<file path="src/rtl/divider_pkg.sv">
// Shared widths and FSM state encoding for the sequential divider and its multiplier counterpart.
package divider_pkg;
    localparam int DW = 8;
    localparam int VW = 4;

    // The divider is the inverse of the VW x VW multiplier, so its product width is DW.
    localparam int MUL_OP_W   = VW;
    localparam int MUL_PROD_W = 2 * MUL_OP_W;

    localparam int CW = $clog2(DW + 1);

    typedef enum logic [1:0] {
        IDLE,
        RUN,
        DONE
    } state_t;
endpackage

</file>
<file path="src/rtl/div_step.sv">
// One restoring-division step: shift one dividend bit into the partial remainder and trial-subtract.
module div_step
    import divider_pkg::*;
(
    input  logic [VW:0]   r_in,
    input  logic          bit_in,
    input  logic [VW-1:0] divisor,
    output logic [VW:0]   r_out,
    output logic          q_bit
);

    logic [VW+1:0] wide;

    always_comb begin
        wide  = {r_in, bit_in};
        q_bit = (wide >= (VW+2)'(divisor));
        r_out = (VW+1)'(q_bit ? wide - (VW+2)'(divisor) : wide);
    end

endmodule

</file>
<file path="src/rtl/seq_divider_8by4.sv">
// Sequential restoring divider, DW-bit dividend by VW-bit divisor, one quotient bit per clock.
module seq_divider_8by4
    import divider_pkg::*;
(
    input  logic          clk,
    input  logic          rst,
    input  logic          start,
    input  logic [DW-1:0] dividend,
    input  logic [VW-1:0] divisor,
    output logic          busy,
    output logic          done,
    output logic [DW-1:0] quotient,
    output logic [VW-1:0] remainder,
    output logic          div_by_zero
);

    state_t        state, state_nx;
    logic [VW:0]   rem_p;
    logic [DW-1:0] quo_p;
    logic [CW-1:0] cnt;
    logic [VW-1:0] dvs;
    logic [VW:0]   rem_nx;
    logic          q_bit;
    logic          accept;
    logic          last;

    assign accept = start && (state != RUN);
    assign last   = (cnt == CW'(1));

    div_step u_step (
        .r_in    (rem_p),
        .bit_in  (quo_p[DW-1]),
        .divisor (dvs),
        .r_out   (rem_nx),
        .q_bit   (q_bit)
    );

    always_ff @(posedge clk or posedge rst) begin
        if (rst) begin
            state <= IDLE;
        end else begin
            state <= state_nx;
        end
    end

    always_comb begin
        state_nx = state;
        busy     = 1'b0;
        done     = 1'b0;
        case (state)
            IDLE, DONE: begin
                done     = (state == DONE);
                // A zero divisor skips RUN and reports straight away.
                state_nx = start ? ((divisor == '0) ? DONE : RUN) : IDLE;
            end
            RUN: begin
                busy = 1'b1;
                if (last) begin
                    state_nx = DONE;
                end
            end
            default: state_nx = IDLE;
        endcase
    end

    // Results stay put after done until the next operation completes.
    always_ff @(posedge clk or posedge rst) begin
        if (rst) begin
            rem_p       <= '0;
            quo_p       <= '0;
            cnt         <= '0;
            dvs         <= '0;
            quotient    <= '0;
            remainder   <= '0;
            div_by_zero <= 1'b0;
        end else if (accept) begin
            rem_p <= '0;
            quo_p <= dividend;
            cnt   <= CW'(DW);
            dvs   <= divisor;
            if (divisor == '0) begin
                quotient    <= '1;
                remainder   <= dividend[VW-1:0];
                div_by_zero <= 1'b1;
            end
        end else if (state == RUN) begin
            rem_p <= rem_nx;
            quo_p <= {quo_p[DW-2:0], q_bit};
            cnt   <= cnt - CW'(1);
            if (last) begin
                quotient    <= {quo_p[DW-2:0], q_bit};
                remainder   <= rem_nx[VW-1:0];
                div_by_zero <= 1'b0;
            end
        end
    end

endmodule

</file>
<file path="config.mk">
export PLATFORM = sky130hd
export DESIGN_NAME = seq_divider_8by4
export DESIGN_NICKNAME = d
export VERILOG_FILES = /design/src/rtl/divider_pkg.sv /design/src/rtl/div_step.sv /design/src/rtl/seq_divider_8by4.sv
export SDC_FILE = /design/constraint.sdc
export NUM_CORES = 1
export LEC_CHECK = 0
export ABC_AREA = 1
export BUFFER_PORTS_ARGS = -buffer_cell sky130_fd_sc_hd__buf_2
export CELL_PAD_IN_SITES_DETAIL_PLACEMENT = 1
export CELL_PAD_IN_SITES_GLOBAL_PLACEMENT = 1
export CORE_UTILIZATION = 37
export CTS_CLUSTER_SIZE = 14
export DETAILED_ROUTE_END_ITERATION = 12
export PLACE_DENSITY_LB_ADDON = 0.1
export SYNTH_ARGS = -nofsm -noshare
export SYNTH_HDL_FRONTEND = slang
export SYNTH_SLANG_ARGS = --single-unit
export TNS_END_PERCENT = 100
</file>
<file path="constraint.sdc">
create_clock -name clk -period 1.6 [get_ports clk]
set_clock_uncertainty 0.05 [all_clocks]
set_input_delay 0.32 -clock clk [delete_from_list [all_inputs] [get_ports clk]]
set_output_delay 0.32 -clock clk [all_outputs]
set_load 0.02 [all_outputs]
</file>
Word-level counts from Yosys, hierarchy flattened
Index checks and enable logic that the tools add are counted.
- $add $sub $neg: 2
- $lt $le $gt $ge: 1
- equality and inequality tests: 6
- multiplexer cells: 25
- reduce and logical (&&, ||, !) cells: 7
- operator list (operator ; count):
    2-to-1 mux 8 bit ; 6
    2-to-1 mux 4 bit ; 6
    2-to-1 mux 5 bit ; 3
    >= comparator 6 x 4 -> 1 bit ; 1
    2-to-1 mux 1 bit ; 6
    2-to-1 mux 2 bit ; 3
    subtractor 5 x 4 -> 5 bit ; 1
    equality test 4 x 1 -> 1 bit, second input constant ; 1
    zero test 4 bit ; 1
    inequality test 2 x 1 -> 1 bit, second input constant ; 2
    one-hot mux 2 bit (2 select lines) ; 1
    nonzero test 2 bit ; 2
    subtractor 4 x 1 -> 4 bit, second input constant ; 1
    AND reduction 3 bit ; 1
    equality test 2 x 1 -> 1 bit, second input constant ; 1
    equality test 2 bit, second input constant ; 1
    zero test 2 bit ; 1
    inequality test 2 bit, second input constant ; 1
    OR reduction 2 bit ; 1
    logical AND 1 bit ; 1
- register bits: 36
- input bits: 15
- output and inout bits: 15
- logic and storage cells: 49

Depth between registers and ports, before layout
Gate-level depths: netlist of run 1.
- depth in word-level cells: 5
- mapped depth: 12
- depth with buffers taken out: 12

By module
From an unflattened synthesis of run 1, not the netlist that was laid out.
- cell total of the unflattened synthesis: 235
- area, all modules: 1933.1 um^2
- by module, submodules not included (module ; times used ; cells each ; area an instance (um^2) ; seq. area each (um^2)):
    seq_divider_8by4 ; 1 ; 190 ; 1647.8 ; 900.9
    div_step ; 1 ; 45 ; 285.3 ; 0.0

Worst setup path before layout of run 1
Ideal clock, no wire load.
- path kind: reg-to-reg
- from: register quo_p[7]
- to: register remainder[1]
- arrival time: 1.622 ns
- required time: 1.433 ns
- path slack: -0.189 ns
- stages on the path, launching flop included: 13
- path buffers: 0
- clock period less this slack: 1.789 ns
- cell sequence: dfrtp_1 inv_1 ha_1 inv_1 fa_1 nand2_1 nand2_1 nand2_1 nand2_2 nand3_2 nand2_1 o21ai_1 inv_1
- longest elaborated chain between the ends: 5
- RTL lines (item ; line ; text):
    start, declared ; seq_divider_8by4.sv:19 ; logic [DW-1:0] quo_p;
    start signal, assigned ; seq_divider_8by4.sv:78 ; quo_p <= dividend;
    start signal, assigned ; seq_divider_8by4.sv:88 ; quo_p <= {quo_p[DW-2:0], q_bit};
    subtractor 5 x 4 -> 5 bit / >= comparator 6 x 4 -> 1 bit (equally long branches) ; div_step.sv:17, div_step.sv:16 ;
    2-to-1 mux 5 bit * ; div_step.sv:17 ; r_out = (VW+1)'(q_bit ? wide - (VW+2)'(divisor) : wide);
    2-to-1 mux 4 bit * ; seq_divider_8by4.sv:90 ; if (last) begin
    2-to-1 mux 4 bit * ; seq_divider_8by4.sv:86 ; end else if (state == RUN) begin
    2-to-1 mux 4 bit * ; seq_divider_8by4.sv:76 ; end else if (accept) begin
    end signal, assigned ; seq_divider_8by4.sv:83 ; remainder <= dividend[VW-1:0];
    end signal, assigned ; seq_divider_8by4.sv:92 ; remainder <= rem_nx[VW-1:0];
    end, declared ; seq_divider_8by4.sv:13 ; output logic [VW-1:0] remainder,
Every way passes the cells marked *; elsewhere a longest branch is shown, timed or not. The select of a mux whose other input is x is not followed.
A chain may end at the register's enable or synchronous reset.

Worst setup path after layout of run 1
- from: register quo_p[7]
- to: register remainder[2]
Same word-level chain as after synthesis.

==> results.yml, run 1 <==
route:
  postRouteAntennaNets: 0
  drtIter0Drc: 49
  num_vias: 1550
  post_drt_wl_per_cell_microns: 13.8
  drcViolationCount: 0
  wirelength_mm: 4.55
  vias_per_cell: 4.71
  drt_first_pass_iters: 4
status:
  status: "finished with violations"
  violations: "setup timing"
timing:
  max_clock_freq_mhz: 562
  rsz0062_at_grt: "true"
  tns_ns: -1.49
  hold_viol_final: 0
  max-slew-margin-rel: 0.689
  fin_ws_ns: -0.181
  fin_crit_ns: 1.78
  final.period_utilization: 1.11
  worst_slew_pin_slew_ns: 0.466
  setup_violations: 11
  hold-worst-slack_ns: 0.0837
  drv_slew: 0
yosys:
  synth_nets: 231
  synth.top_cells.by_count: "40 x nand2_1, 36 x dfrtp_1, 30 x inv_1, 21 x nor2_1, 13 x o21ai_0"
  synth_top_cell_area_share: 0.493
  ys_warn_count: 0
  synth_most_common_cell: "nand2_1"
  syn_inst: 209
  ys.flop_type: "dfrtp_1"
  synth-seq-cells: 36
  post_synth_num_cell_types: 30
  synth.area.top_cells: "dfrtp_1 49%, nand2_1 8.2%, inv_1 6.2%"
  synth_area_per_cell_sq_um: 8.73
  synthArstFlopShare: 1.00
  ys_seq_area_frac: 0.493
  synth_area_sq_mm: 0.00183
  synth-edff-count: 0
  yosys.area.top_type: "dfrtp_1"
setup_path:
  worst_setup_path_end_kind: "flip-flop"
  rrSetupSlack_ns: -0.18
  crit_fanout: 2
  critical_path_class: "reg -> reg"
  arrival_ns: 1.92
  cp.required_ns: 1.74
  startpoint_type: "flip-flop"
floorplan:
  die_w_microns: 72.2
  die_y_microns: 72.2
  fp.dieArea_sq_mm: 0.00522
  initial_core_util: 0.386
  core_area_sq_mm: 0.00472
  pin_count: 30
  rows: 25
clock_network:
  postCtsHoldBufs: 0
  cts_tree: "built"
  clkTransAtPathRegs_ns: 0.08
  worst_skew_pair.late_latency_ns: 0.29
  cts_buffers: 5
  cts.sinks: 36
  clockRootBuffer: "clkbuf_8"
  cts_buffer_depth: 2
  cts_max_level: 2
placed_design:
  placed_cell_area_sq_mm: 0.00216
  portBuffers: 29
  routabilityCongestion: 0.787
  dpl.hpwl_mm: 3.35
final_layout:
  diodes: 0
  syn2layout_area_growth_pct: 28.8
  finalInstanceArea_sq_mm: 0.00235
  drive_gt1_frac: 0.321
  final_nets: 283
  final_util: 0.498
run:
  drv_cap: 0
grt:
  grt_pass1_vias: 1668
  overflow: 0
  grt_max_degree: 37
  grt.total_usage: 0.200
  grt_pass1_wl_mm: 7.87
  grt_antenna_before_repair: 0
power:
  p_per_area_mw_per_mm2: 2420
  ir_drop_v: 0.00106
  p_leak_nw: 1.21
hold_path:
  holdCritPathClass: "in -> async"
==> path summary, 6_finish.rpt <==
check | start | end | cells past startpoint
worst min-delay path | rst | quotient[1] | 3
worst min register to register | quotient[0] | quotient[0] | 2
max in group asynchronous | rst | dvs[0] | 3
worst max register to register | quo_p[7] | remainder[2] | 11
worst max-delay path | quo_p[7] | remainder[2] | 11
min in group clk | dividend[4] | quo_p[4] | 3
==> registers in the layout, summed over array words and instances, names as in the netlist <==
register	flops
dvs	4
remainder	4
quo_p	8
rem_p	5
state	2
div_by_zero	1
cnt	4
quotient	8
==> critical path, cell delays in order (launching register included) <==
cell and delay, ns:
dfrtp_1 0.41, inv_2 0.08, ha_4 0.12, inv_2 0.04
fa_2 0.34, buf_4 0.14, buf_4 0.13, xor2_2 0.14
nand3_2 0.08, nand3_2 0.07, nand2_2 0.06, inv_1 0.03
==> kinds of logic (layout without fill, tap and decap cells) <==
logic type,Yosys count,count (layout),share of synthesized area
AND/OR/NAND/NOR,92,92,0.241
adder cells (fa/ha/maj),7,7,0.0521
AO/OA/AOI/OAI,35,35,0.118
flip-flops,36,36,0.493
buffers and inverters,37,90,0.0864
XOR/XNOR,2,2,0.00960
==> metrics by stage <==
step / std cells / power (mW) / setup slack (ns)
2_1_floorplan: 209 / 3.65 / -0.0789
3_3_place_gp: 317 / 4.54 / -0.137
3_5_place_dp: 317 / 4.63 / -0.220
4_1_cts: 326 / 5.59 / -0.178
5_1_grt: 329 / 6.21 / -0.299
6_report: 329 / 5.68 / -0.181
==> per-layer routing <==
layer  wire length, microns  up-vias  GRT usage
li1                       -      784          -
met1                   2220      730      0.272
met2                   2120       29      0.320
met3                    164        7     0.0514
met4                     40        0     0.0458
met5                      0        -          0
==> report_power, final <==
group / total, mW / internal [mW] / switching, mW / leakage [nW]
logic: 3.26 / 1.35 / 1.91 / 0.728
registers: 1.63 / 1.36 / 0.263 / 0.428
clock network: 0.791 / 0.463 / 0.328 / 0.0552
total: 5.68 / 3.17 / 2.51 / 1.21
==> cells in the final DEF, fill, tap and decap left out, drive strengths merged <==
| cell | count |
|---|---|
| o21ai | 14 |
| o22ai | 2 |
| inv | 32 |
| clkinv | 1 |
| bufinv | 1 |
| a21oi | 8 |
| nand3 | 9 |
| xnor2 | 1 |
| a31oi | 3 |
| fa | 1 |
| xor2 | 1 |
| ha | 6 |
| clkbuf | 6 |
| nand3b | 1 |
| nor2 | 27 |
| a221o | 2 |
| nor3 | 6 |
| a32o | 1 |
| nand2 | 43 |
| nand4 | 4 |
| o221ai | 5 |
| dfrtp | 36 |
| buf | 50 |
| or2 | 2 |
==> cell type report <==
| type | count | area (sq um) |
|---|---|---|
| fill | 581 | 2370 |
| sequential | 36 | 901 |
| multi-input combinational | 136 | 836 |
| timing repair buffer | 50 | 303 |
| inverter | 32 | 120 |
| tap | 67 | 83.8 |
| clock buffer | 6 | 72.6 |
| clock inverter | 2 | 35.0 |
==> repair_timing <==
action | 4_1_cts | 5_1_grt
resized for setup | 10 | 7
setup endpoints to repair | 11 | 18
buffers inserted | 1 | 3
pin swaps | 9 | 11
cloned | 0 | 0
No activity file was read; power rests on OpenSTA's default activity.
==> run 2, diff against run 1 <==
--- a/config.mk
+++ b/config.mk
@@ -6,7 +6,7 @@
 export NUM_CORES = 1
 export LEC_CHECK = 0
 export ABC_AREA = 1
-export BUFFER_PORTS_ARGS = -buffer_cell sky130_fd_sc_hd__buf_2
+export BUFFER_PORTS_ARGS = -buffer_cell sky130_fd_sc_hd__clkbuf_2
 export CELL_PAD_IN_SITES_DETAIL_PLACEMENT = 1
 export CELL_PAD_IN_SITES_GLOBAL_PLACEMENT = 1
 export CORE_UTILIZATION = 37
==> results.yml, run 2 (same netlist as run 1, synthesis figures left out) <==
timing:
  worst_slew_pin_slew_ns: 0.459
  hold_viol_final: 0
  hold-worst-slack_ns: 0.0617
  drv_slew: 0
  rsz0062_at_grt: "true"
  final.period_utilization: 1.13
  fin_crit_ns: 1.80
  max-slew-margin-rel: 0.694
  setup_violations: 11
  max_clock_freq_mhz: 555
  fin_ws_ns: -0.201
setup_path:
  startpoint_type: "flip-flop"
  critical_path_class: "reg -> reg"
  crit_fanout: 2
  rrSetupSlack_ns: -0.20
  arrival_ns: 1.94
  reg2regPathDepth: 11
  cp.required_ns: 1.73
  crit_path_end: "remainder[2]"
  worst_setup_path_end_kind: "flip-flop"
  startpoint: "quo_p[7]"
  r2r_start: "quo_p[7]"
  rr_endpoint: "remainder[2]"
route:
  drt_first_pass_iters: 4
  drcViolationCount: 0
  vias_per_cell: 4.79
  drtIter0Drc: 68
  post_drt_wl_per_cell_microns: 13.8
  wirelength_mm: 4.56
  num_vias: 1585
  postRouteAntennaNets: 0
status:
  status: "finished with violations"
  violations: "setup timing"
floorplan:
  core_area_sq_mm: 0.00472
  die_y_microns: 72.2
  die_w_microns: 72.2
  initial_core_util: 0.386
  rows: 25
  fp.dieArea_sq_mm: 0.00522
  pin_count: 30
final_layout:
  drive_gt1_frac: 0.326
  fillers: 565
  mostFrequentLayoutCells: "36 x nand2_1, 36 x dfrtp_1, 29 x clkbuf_2, 28 x inv_1, 23 x buf_4"
  instances_no_fill: 331
  syn2layout_area_growth_pct: 30.0
  final_util: 0.502
  reg_top3: "quo_p: 8 flops, quotient: 8 flops, rem_p: 5 flops"
  diodes: 0
  final_nets: 286
placed_design:
  dpl.hpwl_mm: 3.33
  place_inst: 318
  portBuffers: 29
  routabilityCongestion: 0.783
  post-place-ws_ns: -0.220
power:
  p_per_area_mw_per_mm2: 2400
  ir_drop_v: 0.000871
  p_leak_nw: 1.23
  total_power_mw: 5.68
grt:
  grt.met2_usage: 0.319
  overflow: 0
  grt_pass1_wl_mm: 7.76
  busiest_layer: "met2"
  met3_usage: 0.0431
  grt_antenna_before_repair: 0
  grt_max_degree: 37
  gr-usage-met1: 0.268
  grt.total_usage: 0.199
  grt_pass1_vias: 1637
run:
  drv_cap: 0
clock_network:
  clkTransAtPathRegs_ns: 0.07
  worst_skew_pair.late_latency_ns: 0.29
  cts_tree: "built"
  cts_max_level: 2
  cts_buffers: 5
  cts.sinks: 36
  cts_buffer_depth: 2
  clockRootBuffer: "clkbuf_8"
  postCtsHoldBufs: 0
hold_path:
  holdCritPathClass: "in -> async"
-- run 2: changes by cell type in the layout (fill, tap and decap cells not counted), sizes merged --
cell	previous run	this run
buf	50	24
bufinv	1	0
clkbuf	6	36
clkinv	1	0
-- run 2: cell type report --
type	instances	area, sq um	share of cell area
Sequential cell	36	901	0.380
Multi-Input combinational cell	136	842	0.355
Timing Repair Buffer	53	329	0.139
Inverter	32	120	0.0506
Clock buffer	7	96.3	0.0406
Tap cell	67	83.8	0.0353
-- run 2: stage by stage --
step           cell area [sq um]  TNS [ns]
6_report                    2370     -1.52
5_1_grt                     2370     -2.71
4_1_cts                     2310     -1.21
3_5_place_dp                2170     -2.03
3_3_place_gp                2170     -1.21
2_1_floorplan               1840    -0.343
-- run 2: critical path, stage by stage, from the launching register on --
cell and delay [ns]:
dfrtp_1 0.39, inv_2 0.09, ha_4 0.13, inv_2 0.04, fa_2 0.34, buf_4 0.14
buf_4 0.13, xor2_2 0.14, nand3_2 0.08, nand3_2 0.08, nand2_1 0.07, inv_1 0.03
-- run 2: layer usage --
| metal | wire (microns) | part of all wire |
|---|---|---|
| met4 | 61 | 0.013 |
| met5 | 0 | 0 |
| met1 | 2170 | 0.48 |
| met2 | 2190 | 0.48 |
| met3 | 136 | 0.030 |
-- run 2: how the worst min path moves through the flow --
stage                    start          end  depth (start not counted)
global placement           rst  quotient[3]                          3
detailed placement         rst  div_by_zero                          3
floorplan           divisor[0]       dvs[0]                          2
CTS                        rst  quotient[5]                          3
finish                     rst  div_by_zero                          3
global route               rst  div_by_zero                          3
-- run 2: report_power, final --
group | internal [mW] | switching, mW
clock | 0.384 | 0.324
sequential | 1.36 | 0.258
combinational | 1.40 | 1.95
total | 3.15 | 2.53
-- run 2: timing repair --
action | 4_1_cts | 5_1_grt
gates resized for setup | 9 | 11
setup buffers | 2 | 4
setup endpoints to repair | 11 | 18
cloned | 0 | 0
pin swaps | 10 | 11
==> run 3, diff against run 2 <==
--- a/config.mk
+++ b/config.mk
@@ -12,6 +12,7 @@
 export CORE_UTILIZATION = 37
 export CTS_CLUSTER_SIZE = 14
 export DETAILED_ROUTE_END_ITERATION = 12
+export GPL_TIMING_DRIVEN = 0
 export PLACE_DENSITY_LB_ADDON = 0.1
 export SYNTH_ARGS = -nofsm -noshare
 export SYNTH_HDL_FRONTEND = slang
==> results.yml, run 3 (same netlist as run 1, synthesis figures left out) <==
setup_path:
  max_stage_delay_ns: 0.39
  cpMaxStageDelayCell: "dfrtp_1"
  worst_setup_path_end_kind: "flip-flop"
  crit_fanout: 6
  crit_buf_inv: 3
  cp.required_ns: 1.75
  cp_cell_sequence: "inv_2, ha_4, inv_2, fa_2, nand2_2, nand2_2, nand2_4, buf_6, nand4_1, a31oi_1"
  path_delay_family: "adder cells"
  critical_path_class: "reg -> reg"
  arrival_ns: 1.96
  startpoint_type: "flip-flop"
floorplan:
  rows: 25
  die_w_microns: 72.2
  core_area_sq_mm: 0.00472
  die_y_microns: 72.2
  initial_core_util: 0.386
  fp.dieArea_sq_mm: 0.00522
  pin_count: 30
final_layout:
  final_nets: 280
  final_util: 0.499
  drive_gt1_frac: 0.328
  syn2layout_area_growth_pct: 29.2
  instances_no_fill: 326
  reg_top3: "quo_p: 8 flops, quotient: 8 flops, rem_p: 5 flops"
  diodes: 0
  mostFrequentLayoutCells: "36 x nand2_1, 36 x dfrtp_1, 29 x clkbuf_2, 26 x inv_1, 20 x nor2_1"
  fillers: 566
grt:
  grt.total_usage: 0.192
  grt_max_degree: 37
  grt_antenna_before_repair: 0
  grt_pass1_vias: 1591
  overflow: 0
  grt_pass1_wl_mm: 7.51
timing:
  fin_ws_ns: -0.211
  drv_slew: 0
  rsz0062_at_grt: "true"
  hold_viol_final: 0
  worst_slew_pin_slew_ns: 0.760
  fin_crit_ns: 1.81
  setup_violations: 11
  max_clock_freq_mhz: 552
  max-slew-margin-rel: 0.492
  tns_ns: -1.91
  final.period_utilization: 1.13
placed_design:
  place_inst: 305
  post-place-ws_ns: -0.314
  dpl.hpwl_mm: 3.20
  portBuffers: 29
  routabilityCongestion: 0.761
clock_network:
  clkTransAtPathRegs_ns: 0.07
  cts_max_level: 2
  cts.sinks: 36
  cts_buffer_depth: 2
  cts_tree: "built"
  cts_buffers: 5
  clockRootBuffer: "clkbuf_8"
  worst_skew_pair.late_latency_ns: 0.28
  postCtsHoldBufs: 0
route:
  vias_per_cell: 4.81
  drcViolationCount: 0
  postRouteAntennaNets: 0
  drt_first_pass_iters: 4
  wirelength_mm: 4.52
  num_vias: 1567
  drtIter0Drc: 48
  post_drt_wl_per_cell_microns: 13.9
status:
  violations: "setup timing"
  status: "finished with violations"
run:
  drv_cap: 0
power:
  p_per_area_mw_per_mm2: 2450
  p_leak_nw: 1.19
  ir_drop_v: 0.000976
hold_path:
  holdCritPathClass: "in -> async"
[run 3: worst reg2reg max path: stages, from the launching register on]
cell     delay, ns
dfrtp_1       0.39
inv_2         0.08
ha_4          0.12
inv_2         0.04
fa_2          0.35
nand2_2       0.08
nand2_2       0.06
nand2_4       0.11
buf_6         0.11
nand4_1       0.14
a31oi_1       0.18
[run 3: path summary, 6_finish.rpt]
| kind | slack, ns | end | cells after the start | from |
|---|---|---|---|---|
| max in group asynchronous | 0.91 | dvs[2] | 2 | rst |
| max reg2reg | -0.21 | rem_p[0] | 10 | quo_p[7] |
| max | -0.21 | rem_p[0] | 10 | quo_p[7] |
| min reg2reg | 0.44 | rem_p[4] | 2 | rem_p[4] |
| min | 0.1 | div_by_zero | 2 | rst |
| min in group clk | 0.20 | dvs[0] | 3 | divisor[0] |
[run 3: power by group]
part	internal [mW]	switching, mW	leakage [nW]
registers	1.36	0.273	0.428
logic	1.50	1.98	0.722
clock network	0.350	0.327	0.0445
[run 3: layout make-up]
cell class | instances | area, sq um | share of cell area
plain buffers | 5 | 42.5 | 0.0180
clock buffers | 7 | 86.3 | 0.0366
clock inverters | 1 | 7.51 | 0.00318
inverters | 32 | 124 | 0.0525
multi-input cells | 136 | 863 | 0.366
flip-flops and latches | 36 | 901 | 0.382
well taps | 67 | 83.8 | 0.0355
repair buffers | 42 | 250 | 0.106
[run 3: through the flow]
stage                     instance area [sq um]  power [mW]  hold slack [ns]
after detailed placement                   2070        4.39            0.422
after global placement                     2070        4.32            0.416
after global routing                       2360        6.30            0.178
final                                      2360        5.79           0.0992
after floorplan                            1840        3.65            0.380
after CTS                                  2270        5.52            0.134
[run 3: metal layers]
metal  GRT usage  vias to the layer above  share of wire
met2       0.306                       27           0.49
met3      0.0417                        6          0.029
met4      0.0654                        0          0.013
li1            -                      787              -
met1       0.260                      747           0.47
met5           0                        -              0
[run 3: repair_timing]
item                                    4_1_cts  5_1_grt
resized for setup                            14       14
setup buffers                                 8        5
endpoints found under the setup margin       15       25
pin swaps                                    10        9
gates cloned                                  0        0
